===== src/rtl/lcd_nibble_writer_if.sv =====
// CPU-side write port of the LCD nibble writer.
//   master (CPU decode) drives: wr_req, wr_rs, wr_data, clr_ovf
//   slave  (writer)     drives: busy, full, overflow
interface lcd_nibble_writer_if;
  logic       wr_req;
  logic       wr_rs;
  logic [7:0] wr_data;
  logic       clr_ovf;
  logic       busy;
  logic       full;
  logic       overflow;

  modport master (
    output wr_req, wr_rs, wr_data, clr_ovf,
    input  busy, full, overflow
  );

  modport slave (
    input  wr_req, wr_rs, wr_data, clr_ovf,
    output busy, full, overflow
  );
endinterface


===== src/rtl/lcd_nibble_writer.sv =====
// Queues CPU byte writes in a 4-deep FIFO and plays each byte out to an
// HD44780-compatible LCD in 4-bit mode: high nibble then low nibble, each
// with address setup, enable pulse and hold, followed by a command/data
// execution wait (long wait for clear/home commands).
// Ports:
//   sys_clk, rst_n    clock, asynchronous active-low reset
//   cpu (slave)       write strobe/rs/data, overflow clear; busy/full/overflow
//   lcd_e/rw/rs/db    LCD strobe, read/write (always write), register select,
//                     data bus DB7..DB4
module lcd_nibble_writer #(
  parameter int unsigned T_AS   = 2,
  parameter int unsigned T_PW   = 4,
  parameter int unsigned T_H    = 2,
  parameter int unsigned T_EXEC = 20,
  parameter int unsigned T_LONG = 100
) (
  input  logic                sys_clk,
  input  logic                rst_n,
  lcd_nibble_writer_if.slave  cpu,
  output logic                lcd_e,
  output logic                lcd_rw,
  output logic                lcd_rs,
  output logic [3:0]          lcd_db
);

  localparam int unsigned T_M1  = (T_AS > T_PW)   ? T_AS : T_PW;
  localparam int unsigned T_M2  = (T_M1 > T_H)    ? T_M1 : T_H;
  localparam int unsigned T_M3  = (T_M2 > T_EXEC) ? T_M2 : T_EXEC;
  localparam int unsigned T_MAX = (T_M3 > T_LONG) ? T_M3 : T_LONG;
  localparam int unsigned CNT_W = $clog2(T_MAX + 1);
  localparam int unsigned ENT_W = 9;
  localparam int unsigned DEPTH = 4;
  localparam int unsigned PTR_W = 2;
  localparam int unsigned OCC_W = 3;

  typedef enum logic [2:0] {
    IDLE, SET_H, PUL_H, HLD_H, SET_L, PUL_L, HLD_L, EXEC
  } state_e;

  state_e             state_q, state_d;
  logic [CNT_W-1:0]   cnt_q, cnt_d;
  logic [ENT_W-1:0]   hold_q, hold_d;
  logic [ENT_W-1:0]   fifo_q [DEPTH];
  logic [ENT_W-1:0]   fifo_d [DEPTH];
  logic [PTR_W-1:0]   rd_ptr_q, rd_ptr_d, wr_ptr_q, wr_ptr_d;
  logic [OCC_W-1:0]   count_q, count_d;
  logic               overflow_q, overflow_d;
  logic               busy_q, busy_d;
  logic               full_q, full_d;
  logic               lcd_e_q, lcd_e_d;
  logic               lcd_rs_q, lcd_rs_d;
  logic [3:0]         lcd_db_q, lcd_db_d;
  logic               pop, push, drop, last;

  // Clear-display (0x01) and return-home (0x02) commands need the long wait.
  function automatic logic is_long(input logic [ENT_W-1:0] ent);
    return !ent[8] && ((ent[7:0] == 8'h01) || (ent[7:0] == 8'h02));
  endfunction

  // Sequencer: one down-counter times every state, state advances at 1.
  always_comb begin
    state_d = state_q;
    cnt_d   = cnt_q;
    hold_d  = hold_q;
    pop     = 1'b0;
    // a zero-length parameter still advances after one cycle
    last    = (cnt_q <= CNT_W'(1));
    case (state_q)
      IDLE: begin
        if (count_q != '0) begin
          pop     = 1'b1;
          hold_d  = fifo_q[rd_ptr_q];
          state_d = SET_H;
          cnt_d   = CNT_W'(T_AS);
        end
      end
      SET_H: if (last) begin state_d = PUL_H; cnt_d = CNT_W'(T_PW); end
             else cnt_d = cnt_q - CNT_W'(1);
      PUL_H: if (last) begin state_d = HLD_H; cnt_d = CNT_W'(T_H); end
             else cnt_d = cnt_q - CNT_W'(1);
      HLD_H: if (last) begin state_d = SET_L; cnt_d = CNT_W'(T_AS); end
             else cnt_d = cnt_q - CNT_W'(1);
      SET_L: if (last) begin state_d = PUL_L; cnt_d = CNT_W'(T_PW); end
             else cnt_d = cnt_q - CNT_W'(1);
      PUL_L: if (last) begin state_d = HLD_L; cnt_d = CNT_W'(T_H); end
             else cnt_d = cnt_q - CNT_W'(1);
      HLD_L: if (last) begin
               state_d = EXEC;
               cnt_d   = is_long(hold_q) ? CNT_W'(T_LONG) : CNT_W'(T_EXEC);
             end else cnt_d = cnt_q - CNT_W'(1);
      EXEC:  if (last) begin state_d = IDLE; cnt_d = '0; end
             else cnt_d = cnt_q - CNT_W'(1);
      default: begin state_d = IDLE; cnt_d = '0; end
    endcase
  end

  // FIFO: a write while full is still taken when the head pops that cycle.
  always_comb begin
    fifo_d     = fifo_q;
    rd_ptr_d   = rd_ptr_q;
    wr_ptr_d   = wr_ptr_q;
    push       = cpu.wr_req && ((count_q != OCC_W'(DEPTH)) || pop);
    drop       = cpu.wr_req && !push;
    if (push) begin
      fifo_d[wr_ptr_q] = {cpu.wr_rs, cpu.wr_data};
      wr_ptr_d         = wr_ptr_q + PTR_W'(1);
    end
    if (pop) rd_ptr_d = rd_ptr_q + PTR_W'(1);
    count_d    = count_q + OCC_W'(push) - OCC_W'(pop);
    // a drop in the same cycle as clr_ovf keeps the flag set
    overflow_d = drop ? 1'b1 : (cpu.clr_ovf ? 1'b0 : overflow_q);
  end

  // Registered outputs, computed from the next state so they line up with it.
  always_comb begin
    lcd_e_d  = (state_d == PUL_H) || (state_d == PUL_L);
    lcd_rs_d = lcd_rs_q;
    lcd_db_d = lcd_db_q;
    case (state_d)
      SET_H, PUL_H, HLD_H: begin lcd_rs_d = hold_d[8]; lcd_db_d = hold_d[7:4]; end
      SET_L, PUL_L, HLD_L: begin lcd_rs_d = hold_d[8]; lcd_db_d = hold_d[3:0]; end
      default: ;
    endcase
    busy_d = (count_d != '0) || (state_d != IDLE);
    full_d = (count_d == OCC_W'(DEPTH));
  end

  // State, FIFO and output registers.
  always_ff @(posedge sys_clk or negedge rst_n) begin
    if (!rst_n) begin
      state_q    <= IDLE;
      cnt_q      <= '0;
      hold_q     <= '0;
      fifo_q     <= '{default: '0};
      rd_ptr_q   <= '0;
      wr_ptr_q   <= '0;
      count_q    <= '0;
      overflow_q <= 1'b0;
      busy_q     <= 1'b0;
      full_q     <= 1'b0;
      lcd_e_q    <= 1'b0;
      lcd_rs_q   <= 1'b0;
      lcd_db_q   <= '0;
    end else begin
      state_q    <= state_d;
      cnt_q      <= cnt_d;
      hold_q     <= hold_d;
      fifo_q     <= fifo_d;
      rd_ptr_q   <= rd_ptr_d;
      wr_ptr_q   <= wr_ptr_d;
      count_q    <= count_d;
      overflow_q <= overflow_d;
      busy_q     <= busy_d;
      full_q     <= full_d;
      lcd_e_q    <= lcd_e_d;
      lcd_rs_q   <= lcd_rs_d;
      lcd_db_q   <= lcd_db_d;
    end
  end

  assign cpu.busy     = busy_q;
  assign cpu.full     = full_q;
  assign cpu.overflow = overflow_q;
  assign lcd_e        = lcd_e_q;
  assign lcd_rw       = 1'b0;
  assign lcd_rs       = lcd_rs_q;
  assign lcd_db       = lcd_db_q;

endmodule

===== src/flat_wrapper.sv =====
// flat-port wrapper written by rule: the top's interface ports become plain ports
module lcd_nibble_writer_flat 
#(
  parameter int unsigned T_AS   = 2,
  parameter int unsigned T_PW   = 4,
  parameter int unsigned T_H    = 2,
  parameter int unsigned T_EXEC = 20,
  parameter int unsigned T_LONG = 100
)
  (sys_clk, rst_n, lcd_e, lcd_rw, lcd_rs, lcd_db, cpu_wr_req, cpu_wr_rs, cpu_wr_data, cpu_clr_ovf, cpu_busy, cpu_full, cpu_overflow);
  lcd_nibble_writer_if cpu_i ();
  input  logic sys_clk;
  input  logic rst_n;
  output logic lcd_e;
  output logic lcd_rw;
  output logic lcd_rs;
  output logic [3:0] lcd_db;
  input wire logic [$bits(cpu_i.wr_req)-1:0] cpu_wr_req;
  input wire logic [$bits(cpu_i.wr_rs)-1:0] cpu_wr_rs;
  input wire logic [$bits(cpu_i.wr_data)-1:0] cpu_wr_data;
  input wire logic [$bits(cpu_i.clr_ovf)-1:0] cpu_clr_ovf;
  output wire logic [$bits(cpu_i.busy)-1:0] cpu_busy;
  output wire logic [$bits(cpu_i.full)-1:0] cpu_full;
  output wire logic [$bits(cpu_i.overflow)-1:0] cpu_overflow;
  assign cpu_i.wr_req = cpu_wr_req;
  assign cpu_i.wr_rs = cpu_wr_rs;
  assign cpu_i.wr_data = cpu_wr_data;
  assign cpu_i.clr_ovf = cpu_clr_ovf;
  assign cpu_busy = cpu_i.busy;
  assign cpu_full = cpu_i.full;
  assign cpu_overflow = cpu_i.overflow;
  lcd_nibble_writer #(.T_AS(T_AS), .T_PW(T_PW), .T_H(T_H), .T_EXEC(T_EXEC), .T_LONG(T_LONG)) u_core (.sys_clk(sys_clk), .rst_n(rst_n), .cpu(cpu_i), .lcd_e(lcd_e), .lcd_rw(lcd_rw), .lcd_rs(lcd_rs), .lcd_db(lcd_db));
endmodule

===== config.mk =====
export PLATFORM = sky130hd
export DESIGN_NAME = lcd_nibble_writer_flat
export DESIGN_NICKNAME = d
export VERILOG_FILES = /design/src/rtl/lcd_nibble_writer_if.sv /design/src/rtl/lcd_nibble_writer.sv /design/src/flat_wrapper.sv
export SDC_FILE = /design/constraint.sdc
export NUM_CORES = 1
export LEC_CHECK = 0
export CAP_MARGIN = 20
export CORE_MARGIN = 5
export CORE_UTILIZATION = 55
export CTS_BUF_LIST = sky130_fd_sc_hd__clkbuf_8
export DETAILED_ROUTE_END_ITERATION = 6
export GPL_TIMING_DRIVEN = 1
export PLACE_DENSITY = 0.85
export RECOVER_POWER = 50
export SLEW_MARGIN = 10
export SYNTH_ARGS = -nofsm -noshare
export SYNTH_HDL_FRONTEND = slang
export SYNTH_SLANG_ARGS = --single-unit

===== constraint.sdc =====
create_clock -name sys_clk -period 3.99 [get_ports sys_clk]
set_input_delay 0.798 -clock sys_clk [delete_from_list [all_inputs] [get_ports sys_clk]]
set_output_delay 0.798 -clock sys_clk [all_outputs]
set_load 0.005 [all_outputs]

# ---- Word level (Yosys, flattened, before mapping)
# Index checks and enable logic that the tools add are counted.
dict set report word_totals {
  memories 0
  rom_bits 0
  latch_bits 0
  ff_bits 71
  out_inout_bits 10
  ramBits 0
  in_bits 13
}
dict set report op_classes {
  bitwise_logic 2
  n_div 0
  reduce_logical 21
  mul 0
  addsub 5
  muxes 29
  eq_ne 18
  shifts 0
  order_cmp 4
}
# op count
set op_table {}
lappend op_table {{two-way mux 9 bit} 5}
lappend op_table {{two-way mux 7 bit} 6}
lappend op_table {{bitwise mux 36 bit} 1}
lappend op_table {{case mux 7 bit (5 select lines)} 1}
lappend op_table {{== test 3 bit (second input constant)} 8}
lappend op_table {{two-way mux 3 bit} 8}
lappend op_table {{case mux 3 bit (8 select lines)} 1}
lappend op_table {{binary-select mux 9 bit (select 2 bit)} 1}
lappend op_table {{demux 9 bit (select 2 bit)} 1}
lappend op_table {{== test 3 x 2 -> 1 bit (second input constant)} 4}
lappend op_table {{nonzero test 3 bit} 3}
lappend op_table {{OR reduction 3 bit} 3}
lappend op_table {{== test 8 x 1 -> 1 bit (second input constant)} 1}
lappend op_table {{== test 8 x 2 -> 1 bit (second input constant)} 1}
lappend op_table {{case mux 4 bit (2 select lines)} 1}
lappend op_table {{less-or-equal comparator 7 x 1 -> 1 bit (second input constant)} 1}
lappend op_table {{subtractor 7 x 1 -> 7 bit (second input constant)} 1}
lappend op_table {{== test 3 x 1 -> 1 bit (second input constant)} 2}
lappend op_table {{>= comparator 3 bit (second input constant)} 2}
lappend op_table {{NOT 2 -> 3 bit} 2}
lappend op_table {{OR reduction 6 bit} 1}
lappend op_table {{adder 2 x 1 -> 2 bit (second input constant)} 2}
lappend op_table {{logical AND 1 bit} 4}
lappend op_table {{logical OR 1 bit} 4}
lappend op_table {{other kinds (10)} 15}

# ---- Logic depth before layout (Yosys ltp)
dict set report depth {
  ltp_word 9
  depth_mapped 13
}

# ---- Worst setup path after synthesis
# OpenSTA, ideal clock, no wires.
dict set report synth_timing {
  path_kind {reg-to-reg}
  startpoint {reg u_core.state_q[1]}
  endpoint {reg u_core.busy_q, in the netlist u_core.cpu.busy}
  setup_time_ns 0.135
  path_buffers 2
  synth_period_minus_slack_ns 2.870
  path_stages_with_launch 14
  arrival_time_ns 2.735
  setup_slack_ns 1.120
  required_time_ns 3.855
  path_cell_list {dfrtp_1 -> or3_1 -> clkbuf_1 -> nor2_1 -> buf_2 -> ha_1 -> inv_1 -> ha_1 -> inv_1 -> fa_1 -> xnor2_1 -> xnor2_1 -> nor4_1 -> o21ai_0}
}
dict set report synth_via {
  elab_chain_cells 8
  word_cells_on_any_way 25
  classes_between {2 x add/sub; 7 x eq/ne; 10 x mux; 6 x reduce/logical}
}
# element line_no
set synth_lines {}
lappend synth_lines {{from (decl)} lcd_nibble_writer.sv:40} ;# state_e state_q, state_d;
lappend synth_lines {{from (signal assigned)} lcd_nibble_writer.sv:145} ;# state_q <= state_d;
lappend synth_lines {{logical NOT 3 bit *} lcd_nibble_writer.sv:68} ;# case (state_q)
lappend synth_lines {{two-way mux 1 bit *} lcd_nibble_writer.sv:68}
lappend synth_lines {{net u_core.pop} lcd_nibble_writer.sv:53} ;# logic pop, push, drop, last;
lappend synth_lines {{logical OR 1 bit} lcd_nibble_writer.sv:102} ;# push = cpu.wr_req && ((count_q != OCC_W'(DEPTH)) || pop);
lappend synth_lines {{logical AND 1 bit} lcd_nibble_writer.sv:102}
lappend synth_lines {{adder 3 x 1 -> 3 bit} lcd_nibble_writer.sv:109} ;# count_d = count_q + OCC_W'(push) - OCC_W'(pop);
lappend synth_lines {{subtractor 3 x 1 -> 3 bit *} lcd_nibble_writer.sv:109}
lappend synth_lines {{net u_core.count_d[2]} lcd_nibble_writer.sv:46} ;# logic [OCC_W-1:0] count_q, count_d;
lappend synth_lines {{nonzero test 3 bit *} lcd_nibble_writer.sv:124} ;# busy_d = (count_d != '0) || (state_d != IDLE);
lappend synth_lines {{logical OR 1 bit *} lcd_nibble_writer.sv:124}
lappend synth_lines {{net u_core.busy_d} lcd_nibble_writer.sv:48} ;# logic busy_q, busy_d;
lappend synth_lines {{to (signal assigned)} lcd_nibble_writer.sv:153} ;# busy_q <= busy_d;
lappend synth_lines {{to (decl)} lcd_nibble_writer.sv:48}
# The timed path passes the listed nets; every way through them passes the cells marked *.
# A chain may end at the register's enable or synchronous reset.

# ---- Worst setup path after layout
dict set report layout_timing {
  startpoint {reg u_core.state_q[1]}
  endpoint {reg u_core.busy_q, in the netlist u_core.cpu.busy}
}
dict set report layout_via {
  elab_chain_cells 8
  word_cells_on_any_way 25
  classes_between {2 x add/sub; 7 x eq/ne; 10 x mux; 6 x reduce/logical}
}
# element line_no
set layout_lines {}
lappend layout_lines {{logical NOT 3 bit} lcd_nibble_writer.sv:68}
lappend layout_lines {{two-way mux 1 bit} lcd_nibble_writer.sv:68}
lappend layout_lines {{logical OR 1 bit} lcd_nibble_writer.sv:102}
lappend layout_lines {{logical AND 1 bit} lcd_nibble_writer.sv:102}
lappend layout_lines {{net u_core.push} lcd_nibble_writer.sv:53}
lappend layout_lines {{adder 3 x 1 -> 3 bit} lcd_nibble_writer.sv:109}
lappend layout_lines {{subtractor 3 x 1 -> 3 bit} lcd_nibble_writer.sv:109}
lappend layout_lines {{net u_core.count_d[2]} lcd_nibble_writer.sv:46}
lappend layout_lines {{nonzero test 3 bit} lcd_nibble_writer.sv:124}
lappend layout_lines {{logical OR 1 bit} lcd_nibble_writer.sv:124}
lappend layout_lines {{net u_core.busy_d} lcd_nibble_writer.sv:48}
# The timed path passes the listed nets, and every way through them passes these cells.

==> impl_metrics.yaml <==
synth:
  synthArstFlopShare_pct: 100
  syn_nets: 288
  yosys_warnings: 0
  synth_edf_count: 0
  synth_seq_area_share_pct: 51.6
  synth.avg_cell_area_sq_um: 13.0
  ys_types: 47
  synthFlopType: "dfrtp_1"
  synth_seq_cells: 71
  netlist_area_sq_um: 3440
  syn_inst: 264
floorplanning:
  floorplan.rows: 28
  die_w_um: 89.1
  die_h_um: 89.1
  start_util_pct: 57.5
  dieArea_sq_um: 7940
  core_area_sq_um: 5990
  io_pins: 23
setup_path:
  critPathCaptureType: "register"
  r2r-start: "u_core.state_q[1]$_DFF_PN0_"
  path_class: "reg -> reg"
  reg2reg_to: "u_core.cpu.busy$_DFF_PN0_"
  r2r_setup_slack_ns: 0.91
  start_kind: "register"
  reg2regPathDepth: 9
  cp.required_ns: 4.21
  endpoint: "u_core.cpu.busy$_DFF_PN0_"
  crit_start: "u_core.state_q[1]$_DFF_PN0_"
  crit_fanout: 13
  worst_ep_arrival_time_ns: 3.29
power_and_ir_drop:
  p_per_area_nw_per_um2: 908
  peakVddDrop_mv: 0.529
  leakagePower_nw: 1.64
timing:
  hold_viol: 0
  worst-slew-pin-transition_ns: 1.37
  setup_viol_count_final: 0
  setup_tns_ns: 0
  fin_crit_sh_pct: 77.1
  hold_ws_ns: 0.498
  report.final.slew_viol_count: 0
  fmax_mhz: 325
  rsz0062_at_grt: "false"
  relSlewSlack_pct: 8.72
  finalClockSkew_ns: 0.00834
  min_period_ns: 3.08
clock_tree:
  cts_buffers: 9
  clk-insertion-delay-late_ns: 0.35
  cts_tree: "built"
  cts_sinks: 71
  clk_pin_slew_ns: 0.08
  clock_path_buffers: 2
  htree_num_levels: 3
  postCtsSetupBuffers: 0
  cts_resized: 0
  cts_root_buf: "clkbuf_8"
  hold_buffers: 0
layout:
  layout_common_cells: "dfrtp_1 (71), mux2_2 (46), clkdlybuf4s50_1 (20)"
  final_area_sq_um: 3870
  final_common_cell: "dfrtp_1"
  nets: 313
  drive_above_1_share_pct: 28.6
  syn2layout_area_growth_pct: 12.4
  diodes: 0
  fin_cells: 369
  nFillCells: 450
placed_design:
  io_buffers: 21
  placed_area_sq_um: 3700
  globalplace.congestion: 0.869
  dp_cells: 353
  dp_hpwl_mm: 4.45
drt:
  vias_per_cell: 5.83
  drt_iter0_drc: 85
  drtAntennaViolNets: 0
  post_drt_wl_per_cell_um: 17.0
  vias: 2151
  wl_mm: 6.26
  first_pass_iters: 4
  drc: 0
global_route:
  grt_usage_pct: 18.6
  grt_pass1_wl_mm: 11.1
  grt_pass1_vias: 2275
  antenna_found_initial: 0
  grt_max_degree: 27
  grt_overflow: 0
worst_hold_path:
  hold_start: "u_core.fifo_q[17]$_DFFE_PN0P_"
  hp-class: "reg -> reg"
status:
  outcome: "completed"
flow_run:
  maxCapViolCount: 0
registers in the layout, indices dropped and copies added (netlist names):
register and count:
u_core.lcd_e 1, u_core.cpu.full 1, u_core.fifo_q 36, u_core.hold_q 9, u_core.state_q 3, u_core.cpu.busy 1, u_core.count_q 3, u_core.lcd_rs 1
u_core.cpu.overflow 1, u_core.lcd_db 4, u_core.rd_ptr_q 2, u_core.wr_ptr_q 2, u_core.cnt_q 7
Yosys cell counts, types with 2 or more instances:
cell | number | area, sq um
a21oi_1 | 6 | 30.0
a31oi_1 | 2 | 12.5
buf_2 | 2 | 10.0
clkbuf_1 | 5 | 18.8
dfrtp_1 | 71 | 1780
ha_1 | 10 | 125
inv_1 | 13 | 48.8
mux2_1 | 4 | 45.0
mux2_2 | 46 | 518
mux2_4 | 4 | 60.1
mux4_2 | 9 | 203
nand2_1 | 13 | 48.8
nand3_1 | 5 | 25.0
nand4_1 | 2 | 12.5
nor2_1 | 9 | 33.8
nor3_1 | 7 | 35.0
nor3b_1 | 3 | 22.5
nor4_1 | 4 | 25.0
o21ai_0 | 13 | 65.1
or2_2 | 2 | 12.5
xnor2_1 | 6 | 52.6
xor2_1 | 3 | 26.3
worst max-delay path: stages, from the launching register on:
cell	delay [ns]
dfrtp_1	0.53
or3_1	0.52
a31oi_1	0.62
ha_1	0.25
inv_1	0.05
fa_1	0.37
xnor2_1	0.14
xnor2_1	0.15
nor4_1	0.19
o21ai_0	0.13
area by class of cell:
type                       instances  area [sq um]  area share [%]
inverter                          13          48.8            1.26
clock inverter                     5          32.5           0.841
tap                               75          93.8            2.42
multi-input combinational        170          1550            40.0
clock buffer                      11           151            3.91
sequential                        71          1780            45.9
timing repair buffer              24           219            5.66
worst min-delay path by stage:
stage	endpoint	slack [ns]	cells past startpoint
floorplan	u_core.fifo_q[17]$_DFFE_PN0P_	0.46	1
global placement	u_core.fifo_q[8]$_DFFE_PN0P_	0.47	1
detailed placement	u_core.fifo_q[26]$_DFFE_PN0P_	0.48	1
CTS	u_core.fifo_q[7]$_DFFE_PN0P_	0.41	1
global route	u_core.fifo_q[28]$_DFFE_PN0P_	0.53	1
finish	u_core.fifo_q[17]$_DFFE_PN0P_	0.50	1
metrics by stage:
step           setup WS, ns  power [mW]  util (%)
4_1_cts               0.960        3.55      64.8
2_1_floorplan          1.12        2.61         -
3_5_place_dp          0.890        3.01      61.8
6_report              0.915        3.51      64.6
5_1_grt               0.636        3.80      64.6
3_3_place_gp          0.925        2.92      61.8
routing by layer:
metal | wire [um] | global-route usage, % | share of wire [%] | up-vias
li1 | - | - | - | 995
met1 | 2720 | 24.1 | 44 | 1106
met2 | 3200 | 30.3 | 51 | 39
met3 | 231 | 5.25 | 3.7 | 11
met4 | 99 | 6.50 | 1.6 | 0
met5 | 0 | 0 | 0 | -
cells by family (layout without fill, tap and decap cells):
family	Yosys count	count (layout)	share of synthesized area, %
flops	71	71	51.6
mux	64	64	24.3
simple gates	55	55	8.98
compound gates	30	30	5.27
buf+inv	23	53	3.24
fa+ha+maj	11	11	4.22
xor+xnor	9	9	2.29
other cells	1	1	0.109
report_power, final:
group | switching, mW | internal [mW]
Sequential | 0.311 | 1.09
Combinational | 0.663 | 0.924
Clock | 0.270 | 0.257
(Power assumes the default switching activity.)
